## src/rtl/pic_load_ctrl.sv

```systemverilog
// -----------------------------------------------------------------------------
// pic_load_ctrl
// Write-side controller for the double-buffered image RAM behind the TFT
// picture overlay. Parses framed UART bytes (header HDR0 HDR1, IMAGE_SIZE pixel
// bytes, 8-bit additive checksum), writes the pixels into the hidden bank and
// swaps the displayed bank on the next vs_pulse after a good checksum.
//
// Ports
//   sys_clk    in   1   system clock
//   sys_rst_n  in   1   asynchronous active-low reset
//   pi_flag    in   1   1-cycle strobe: pi_data valid
//   pi_data    in   8   received byte
//   vs_pulse   in   1   1-cycle frame-start pulse (sys_clk domain)
//   ram_wren   out  1   RAM write enable
//   ram_waddr  out  15  {bank, pixel_index[13:0]}
//   ram_wdata  out  8   RAM write data
//   disp_bank  out  1   bank currently shown; writes go to ~disp_bank
//   frame_ok   out  1   1-cycle pulse: bank swap performed
//   frame_err  out  1   1-cycle pulse: checksum mismatch or rx timeout
//   busy       out  1   high whenever a frame is in progress or awaiting swap
// -----------------------------------------------------------------------------
module pic_load_ctrl #(
    parameter int          IMAGE_SIZE  = 10000,  // pixel bytes per frame, max 16384
    parameter int          TIMEOUT_CYC = 52080,  // rx silence that aborts a frame
    parameter logic [7:0]  HDR0        = 8'h55,
    parameter logic [7:0]  HDR1        = 8'hAA
) (
    input  logic        sys_clk,
    input  logic        sys_rst_n,
    input  logic        pi_flag,
    input  logic [7:0]  pi_data,
    input  logic        vs_pulse,
    output logic        ram_wren,
    output logic [14:0] ram_waddr,
    output logic [7:0]  ram_wdata,
    output logic        disp_bank,
    output logic        frame_ok,
    output logic        frame_err,
    output logic        busy
);

    localparam int          TW       = $clog2(TIMEOUT_CYC + 1);
    localparam logic [TW-1:0] TMO_LAST = TW'(TIMEOUT_CYC - 1);
    localparam logic [13:0] LAST_IDX = 14'(IMAGE_SIZE - 1);

    typedef enum logic [2:0] {
        S_IDLE,
        S_HDR,
        S_DATA,
        S_CSUM,
        S_SWAP
    } state_t;

    state_t          state_q, state_d;
    logic [13:0]     idx_q, idx_d;
    logic [7:0]      csum_q, csum_d;
    logic [TW-1:0]   tmo_q, tmo_d;
    logic            ram_wren_q, ram_wren_d;
    logic [14:0]     ram_waddr_q, ram_waddr_d;
    logic [7:0]      ram_wdata_q, ram_wdata_d;
    logic            disp_bank_q, disp_bank_d;
    logic            frame_ok_q, frame_ok_d;
    logic            frame_err_q, frame_err_d;
    logic            busy_q, busy_d;

    logic            timed;
    logic            tmo_hit;

    // Rx-silence watchdog runs only while a frame is being received.
    assign timed   = (state_q == S_HDR) || (state_q == S_DATA) || (state_q == S_CSUM);
    // A byte arriving in the expiry cycle wins over the timeout.
    assign tmo_hit = timed && !pi_flag && (tmo_q == TMO_LAST);

    always_comb begin
        // NOTE: every signal written here gets a default first so no path
        // leaves it unassigned; otherwise synthesis infers a latch.
        state_d     = state_q;
        idx_d       = idx_q;
        csum_d      = csum_q;
        ram_wren_d  = 1'b0;
        ram_waddr_d = ram_waddr_q;
        ram_wdata_d = ram_wdata_q;
        disp_bank_d = disp_bank_q;
        frame_ok_d  = 1'b0;
        frame_err_d = 1'b0;

        case (state_q)
            S_IDLE: begin
                if (pi_flag && pi_data == HDR0) state_d = S_HDR;
            end
            S_HDR: begin
                if (pi_flag) begin
                    if (pi_data == HDR1) begin
                        state_d = S_DATA;
                        idx_d   = '0;
                        csum_d  = '0;
                    end else if (pi_data != HDR0) begin
                        // A repeated HDR0 keeps us aligned on the header.
                        state_d = S_IDLE;
                    end
                end
            end
            S_DATA: begin
                if (pi_flag) begin
                    ram_wren_d  = 1'b1;
                    ram_waddr_d = {~disp_bank_q, idx_q};
                    ram_wdata_d = pi_data;
                    csum_d      = csum_q + pi_data;
                    idx_d       = idx_q + 14'd1;
                    if (idx_q == LAST_IDX) state_d = S_CSUM;
                end
            end
            S_CSUM: begin
                if (pi_flag) begin
                    if (pi_data == csum_q) begin
                        state_d = S_SWAP;
                    end else begin
                        frame_err_d = 1'b1;
                        state_d     = S_IDLE;
                    end
                end
            end
            S_SWAP: begin
                // Rx bytes are dropped until the display takes the new bank.
                if (vs_pulse) begin
                    disp_bank_d = ~disp_bank_q;
                    frame_ok_d  = 1'b1;
                    state_d     = S_IDLE;
                end
            end
            default: state_d = S_IDLE;
        endcase

        if (tmo_hit) begin
            frame_err_d = 1'b1;
            state_d     = S_IDLE;
        end

        if (pi_flag || (state_d != state_q) || !timed) tmo_d = '0;
        else                                          tmo_d = tmo_q + TW'(1);

        busy_d = (state_d != S_IDLE);
    end

    // NOTE: sequential state uses non-blocking assignments so every register
    // samples the pre-edge values regardless of statement order.
    always_ff @(posedge sys_clk or negedge sys_rst_n) begin
        if (!sys_rst_n) begin
            state_q     <= S_IDLE;
            idx_q       <= '0;
            csum_q      <= '0;
            tmo_q       <= '0;
            ram_wren_q  <= 1'b0;
            ram_waddr_q <= '0;
            ram_wdata_q <= '0;
            disp_bank_q <= 1'b0;
            frame_ok_q  <= 1'b0;
            frame_err_q <= 1'b0;
            busy_q      <= 1'b0;
        end else begin
            state_q     <= state_d;
            idx_q       <= idx_d;
            csum_q      <= csum_d;
            tmo_q       <= tmo_d;
            ram_wren_q  <= ram_wren_d;
            ram_waddr_q <= ram_waddr_d;
            ram_wdata_q <= ram_wdata_d;
            disp_bank_q <= disp_bank_d;
            frame_ok_q  <= frame_ok_d;
            frame_err_q <= frame_err_d;
            busy_q      <= busy_d;
        end
    end

    assign ram_wren  = ram_wren_q;
    assign ram_waddr = ram_waddr_q;
    assign ram_wdata = ram_wdata_q;
    assign disp_bank = disp_bank_q;
    assign frame_ok  = frame_ok_q;
    assign frame_err = frame_err_q;
    assign busy      = busy_q;

endmodule
```

## config.mk

```make
export PLATFORM = sky130hd
export DESIGN_NAME = pic_load_ctrl
export DESIGN_NICKNAME = d
export VERILOG_FILES = /design/src/rtl/pic_load_ctrl.sv
export SDC_FILE = /design/constraint.sdc
export NUM_CORES = 1
export LEC_CHECK = 0
export BUFFER_PORTS_ARGS = -buffer_cell sky130_fd_sc_hd__buf_2
export CORE_UTILIZATION = 25
export DETAILED_ROUTE_END_ITERATION = 10
export GPL_TIMING_DRIVEN = 0
export PLACE_DENSITY = 0.47
export REMOVE_ABC_BUFFERS = 1
export SYNTH_ARGS = -nofsm -noshare
export SYNTH_HDL_FRONTEND = slang
export SYNTH_SLANG_ARGS = --single-unit
```

## constraint.sdc

```tcl
create_clock -name sys_clk -period 5.18 [get_ports sys_clk]
set_input_delay 0.259 -clock sys_clk [delete_from_list [all_inputs] [get_ports sys_clk]]
set_output_delay 0.259 -clock sys_clk [all_outputs]
set_load 0.005 [all_outputs]
```

==> flow_summary.json, run 1 <==
{
  "rr_startpoint": "state_q[0]",
  "drv_slew": 0,
  "stdcell_area_sq_um": 4168,
  "die_w_um": 120.4,
  "powerDensity_nw_per_um2": 288.9,
  "finalCritPeriodShare_pct": 56.48,
  "seq_area_frac_synth_pct": 49.30,
  "antenna_found_initial": 0,
  "ys_ff_latch": 69,
  "dr.pass1.iters": 4,
  "max_freq_mhz": 341.8,
  "power_uw": 1204,
  "synth-edff-count": 0,
  "slowest_delay_ps": 840,
  "gp_congestion": 0.7622,
  "hp-class": "primary input to flop",
  "viasPerCell": 4.626,
  "nets": 418,
  "rsz0062_at_grt": "false",
  "cts-resized-gates": 0,
  "crit_arrival_ps": 3130,
  "synthTopCellsByCount": "84 x nand2_1, 69 x dfrtp_1, 20 x nor2_1, 20 x xnor2_1, 13 x nand3_1",
  "leakagePower_uw": 0.001878,
  "startpoint_type": "flop",
  "hold_buffers": 1,
  "rows": 42,
  "num_vias": 2669,
  "cts.path.max_buffers": 2,
  "htreeDepth": 3,
  "clk_latency_ps": 330,
  "relSlewSlack_pct": 49.21,
  "syn-instance-count": 359,
  "critPathBufInv": 1,
  "die_height_um": 120.4,
  "drt-initial-drc-count": 147,
  "grt_pass1_wl_um": 13840,
  "hold_start": "vs_pulse",
  "drc": 0,
  "synth_ff_type": "dfrtp_1",
  "synth_top_area_share_pct": 49.30,
  "critPathKind": "flop to flop",
  "critPathRequiredTime_ps": 5380,
  "rr_endpoint": "busy",
  "area_delta_synth_final_pct": 19.01,
  "path_delay_family": "simple AND/OR/NAND/NOR gates",
  "cts_setup_buffers": 0,
  "slowest_stage": "dfrtp_1",
  "yosysTopAreaCell": "dfrtp_1",
  "grtUsageTotal_pct": 12.27,
  "cts.clk_slew.worst_paths_ps": 60,
  "io_buffers": 39,
  "drive_above_1_share_pct": 19.20,
  "status": "finished clean",
  "place_inst": 560,
  "clock-skew-final_ps": 9.605,
  "period_needed_ps": 2926,
  "whs_ps": 165.7,
  "drtAntennaViolNets": 0,
  "cts_tree": "done",
  "clock-sinks": 69,
  "first_global_vias": 2708,
  "cp_cell_sequence": "nor2b_4, nand2_2, clkinv_4, a31oi_1, or3_4, or3b_1",
  "dieArea_sq_um": 14490,
  "grt_max_degree": 56,
  "numCtsBuffers": 9,
  "worstPathMaxFanout": 30,
  "maxCapViolCount": 0,
  "min_to": "state_q[2]",
  "vdd_drop_max_uv": 155.1,
  "yosys-top-cells-area": "dfrtp_1 49%, nand2_1 9.0%, xnor2_1 5.0%",
  "routed_wl_um": 7976,
  "finalSetupTns_ps": 0,
  "wire_per_inst_um": 13.82,
  "synthArstFlopShare_pct": 100.0,
  "setup_viol": 0,
  "reg2reg_depth": 6,
  "ff2ff_setup_slack_ps": 2250,
  "dp_hpwl_um": 5354,
  "yosys_warnings": 0,
  "synth.avg_cell_area_sq_um": 9.755,
  "num_antenna_cells": 0,
  "root_buffer": "clkbuf_16",
  "end_kind": "flop",
  "hold_viol_final": 0,
  "fin_cells": 577,
  "yosysMostFrequentCell": "nand2_1",
  "ioPinCount": 40,
  "syn_area_sq_um": 3502,
  "core_sq_um": 13450,
  "start_util_pct": 26.03,
  "gr-total-overflow": 0,
  "whs_path_depth": 2,
  "place_area_sq_um": 3859,
  "ys_types": 46,
  "worst_slew_pin_slew_ps": 761.8
}
==> routing by layer <==
layer  GRT usage, %  wire [um]  vias up
met4          5.015        116        0
met2          19.43       3764       38
met3          3.255        283        7
met1          15.82       3812     1308
met5              0          0        -
li1               -          -     1316
==> layout make-up <==
cell class,instances,area (sq um)
clock buffers,9,225.2
fillers,1445,9285
inverters,11,46.29
flip-flops and latches,69,1727
well taps,176,220.2
clock inverters,7,73.82
multi-input cells,264,1640
repair buffers,41,235.2
==> sequential cells by signal (all words and copies together) (netlist names) <==
| register | count |
|---|---|
| ram_wren | 1 |
| busy | 1 |
| csum_q | 8 |
| frame_ok | 1 |
| tmo_q | 16 |
| ram_waddr | 15 |
| idx_q | 14 |
| disp_bank | 1 |
| state_q | 3 |
| frame_err | 1 |
| ram_wdata | 8 |
==> cells by family after synthesis <==
kind of cell | after synthesis | synth area share (%)
compound gates | 49 | 10.11
simple gates | 173 | 24.94
fa+ha+maj | 10 | 3.787
buf+inv | 26 | 3.859
xor+xnor | 32 | 8.003
flops | 69 | 49.30
==> worst max path at each step <==
stage,from,end,slack (ps),cells past startpoint
3_3_place_gp,state_q[0],busy,2270,6
6_report,state_q[0],busy,2250,6
2_1_floorplan,state_q[0],busy,3000,6
4_1_cts,state_q[0],busy,2200,6
3_5_place_dp,state_q[0],busy,2200,6
5_1_grt,state_q[0],busy,2060,6
==> stage by stage <==
stage / setup slack, ps / utilization, %
floorplan: 3004 / -
global placement: 2268 / 28.46
detailed placement: 2200 / 28.68
CTS: 2199 / 30.98
global route: 2057 / 30.98
finish: 2254 / 30.98
==> power breakdown <==
part	switching (uW)	internal, uW
clock network	246	373
logic	25.9	15.1
registers	2.06	542
==> cells in the final DEF (no fill, tap or decap), drive strengths merged <==
cell and n:
a31oi 2, or3 5, xor2 12, and4bb 1
nor2b 2, a21o 1, nor4bb 4, and4b 1
clkbuf 9, o22ai 3, ha 9, a211oi 11
o21ai 12, o31ai 3, nand4b 3, o21bai 2
a21oi 9, fa 1, buf 40, or3b 1
inv 11, clkinv 2, o21a 2, nor2 23
dlygate4sd3 1, dfrtp 69, xnor2 20, nand4 9
and2 1, a22o 3, a22oi 1, clkinvlp 4
bufinv 1, nand2b 1, nand2 85, nor4 10
and3 2, nor3 11, nand3 14
No activity file was read; power rests on OpenSTA's default activity.
==> run 2: changes to the inputs <==
--- a/config.mk
+++ b/config.mk
@@ -9,7 +9,7 @@
 export CORE_UTILIZATION = 25
 export DETAILED_ROUTE_END_ITERATION = 10
 export GPL_TIMING_DRIVEN = 0
-export PLACE_DENSITY = 0.47
+export PLACE_DENSITY = 0.48
 export REMOVE_ABC_BUFFERS = 1
 export SYNTH_ARGS = -nofsm -noshare
 export SYNTH_HDL_FRONTEND = slang
==> constraint.sdc (replaced) <==
create_clock -name sys_clk -period 2.54 [get_ports sys_clk]
set_input_delay 0.127 -clock sys_clk [delete_from_list [all_inputs] [get_ports sys_clk]]
set_output_delay 0.127 -clock sys_clk [all_outputs]
set_load 0.005 [all_outputs]
==> run 2 against run 1 <==
Against the previous run: worst hold slack worse by 130 ps; sequential power grew 100%; final cell count unchanged; critical path depth is the same; combinational power rose by 100%; register-to-register slack worse by 2100 ps; power is 120% higher; clock-buffer cell count grew 1; critical endpoint unchanged; largest power group unchanged.
==> flow_summary.json, run 2 (synthesis gave the netlist of run 1 again) <==
{
  "status": "finished clean",
  "worst_slew_pin_slew_ps": 726.9,
  "die_height_um": 120.4,
  "vdd_drop_max_uv": 338.5,
  "met3_usage_pct": 2.783,
  "powerDensity_nw_per_um2": 624.5,
  "viasPerCell": 4.574,
  "dr.pass1.iters": 4,
  "setup_viol": 0,
  "mostFrequentLayoutCells": "84 x nand2_1, 68 x dfrtp_1, 38 x buf_2",
  "nFillCells": 1416,
  "grt_use_met1_pct": 15.32,
  "max_freq_mhz": 422.8,
  "grtUsageTotal_pct": 11.59,
  "first_global_vias": 2629,
  "core_sq_um": 13450,
  "rr_startpoint": "state_q[0]",
  "htreeDepth": 3,
  "hp-class": "primary input to flop",
  "startpoint": "state_q[0]",
  "grt_use_met2_pct": 18.35,
  "top_usage_layer": "met2",
  "dieArea_sq_um": 14490,
  "final_common_cell": "nand2_1",
  "critPathKind": "flop to flop",
  "period_needed_ps": 2365,
  "area_delta_synth_final_pct": 20.36,
  "drc": 0,
  "num_vias": 2639,
  "fin_util_pct": 31.33,
  "rows": 42,
  "clock-skew-final_ps": 7.498,
  "wire_per_inst_um": 13.57,
  "startpoint_type": "flop",
  "grt_max_degree": 46,
  "routed_wl_um": 7828,
  "clk_latency_ps": 330,
  "largest_reg_flops": 16,
  "cts_tree": "done",
  "grt_pass1_wl_um": 13280,
  "io_buffers": 39,
  "start_util_pct": 26.03,
  "nets": 418,
  "gr-total-overflow": 0,
  "finalCritPeriodShare_pct": 93.11,
  "drtAntennaViolNets": 0,
  "relSlewSlack_pct": 51.36,
  "clock-sinks": 69,
  "end_kind": "flop",
  "ioPinCount": 40,
  "drive_above_1_share_pct": 19.20,
  "place_area_sq_um": 3859,
  "worstPathMaxFanout": 30,
  "num_antenna_cells": 0,
  "leakagePower_uw": 0.001913,
  "finalSetupTns_ps": 0,
  "numCtsBuffers": 9,
  "maxCapViolCount": 0,
  "antenna_found_initial": 0,
  "cts.clk_slew.worst_paths_ps": 60,
  "rsz0062_at_grt": "false",
  "gp_congestion": 0.7847,
  "stdcell_area_sq_um": 4215,
  "die_w_um": 120.4,
  "crit_arrival_ps": 2560,
  "cts.path.max_buffers": 2,
  "hold_viol_final": 0,
  "dp_hpwl_um": 5393,
  "root_buffer": "clkbuf_16",
  "top_register": "tmo_q",
  "critPathRequiredTime_ps": 2740,
  "drt-initial-drc-count": 132,
  "drv_slew": 0,
  "hold_start": "vs_pulse"
}
run 2: layer usage:
metal	share of wire, %	wire [um]	up-vias
met4	1.3	103	0
met3	4.0	313	8
li1	-	-	1309
met1	48	3789	1288
met2	46	3621	34
met5	0	0	-
run 2: final cells by class:
class	count	area, sq um	area share [%]
repair buffers	41	235.2	5.580
multi-input cells	264	1645	39.03
clock buffers	10	229.0	5.432
flip-flops and latches	69	1728	40.99
clock inverters	6	111.4	2.642
inverters	11	46.29	1.098
well taps	176	220.2	5.224
run 2: through the flow:
| step | cells | setup WS (ps) | hold WS (ps) | power (uW) |
|---|---|---|---|---|
| after global routing | 577 | 8.894 | 41.97 | 2727 |
| after detailed placement | 560 | -367.9 | 69.90 | 1214 |
| final | 577 | 174.9 | 33.05 | 2632 |
| after global placement | 559 | -384.7 | 369.6 | 1208 |
| after floorplan | 344 | 364.1 | -168.6 | 1157 |
| after CTS | 577 | 130.5 | 29.49 | 2676 |
run 2: worst paths after layout:
path | end | slack (ps) | depth (start not counted)
max in group asynchronous | state_q[0] | 1730 | 3
setup reg to reg | busy | 170 | 6
hold reg to reg | ram_wdata[4] | 470 | 2
hold / removal | state_q[2] | 30 | 2
setup / recovery | busy | 170 | 6
min in group asynchronous | tmo_q[14] | 260 | 2
run 2: timing repair:
action,in CTS,in global routing
hold buffers,1,0
gates resized for setup,2,0
endpoints found under the setup margin,13,0
hold endpoints to repair,24,0
buffers inserted,0,0
run 2: power breakdown:
| part | total (uW) | internal, uW | switching [uW] |
|---|---|---|---|
| combinational | 83.8 | 30.7 | 53.1 |
| clock | 1440 | 959 | 480 |
| sequential | 1110 | 1100 | 4.43 |
run 2: critical path: stages (launching register included):
cell	delay, ps
dfrtp_2	620
nor2b_4	110
nand2_4	300
clkinv_4	280
a31oi_1	230
or3_4	270
or3b_1	390
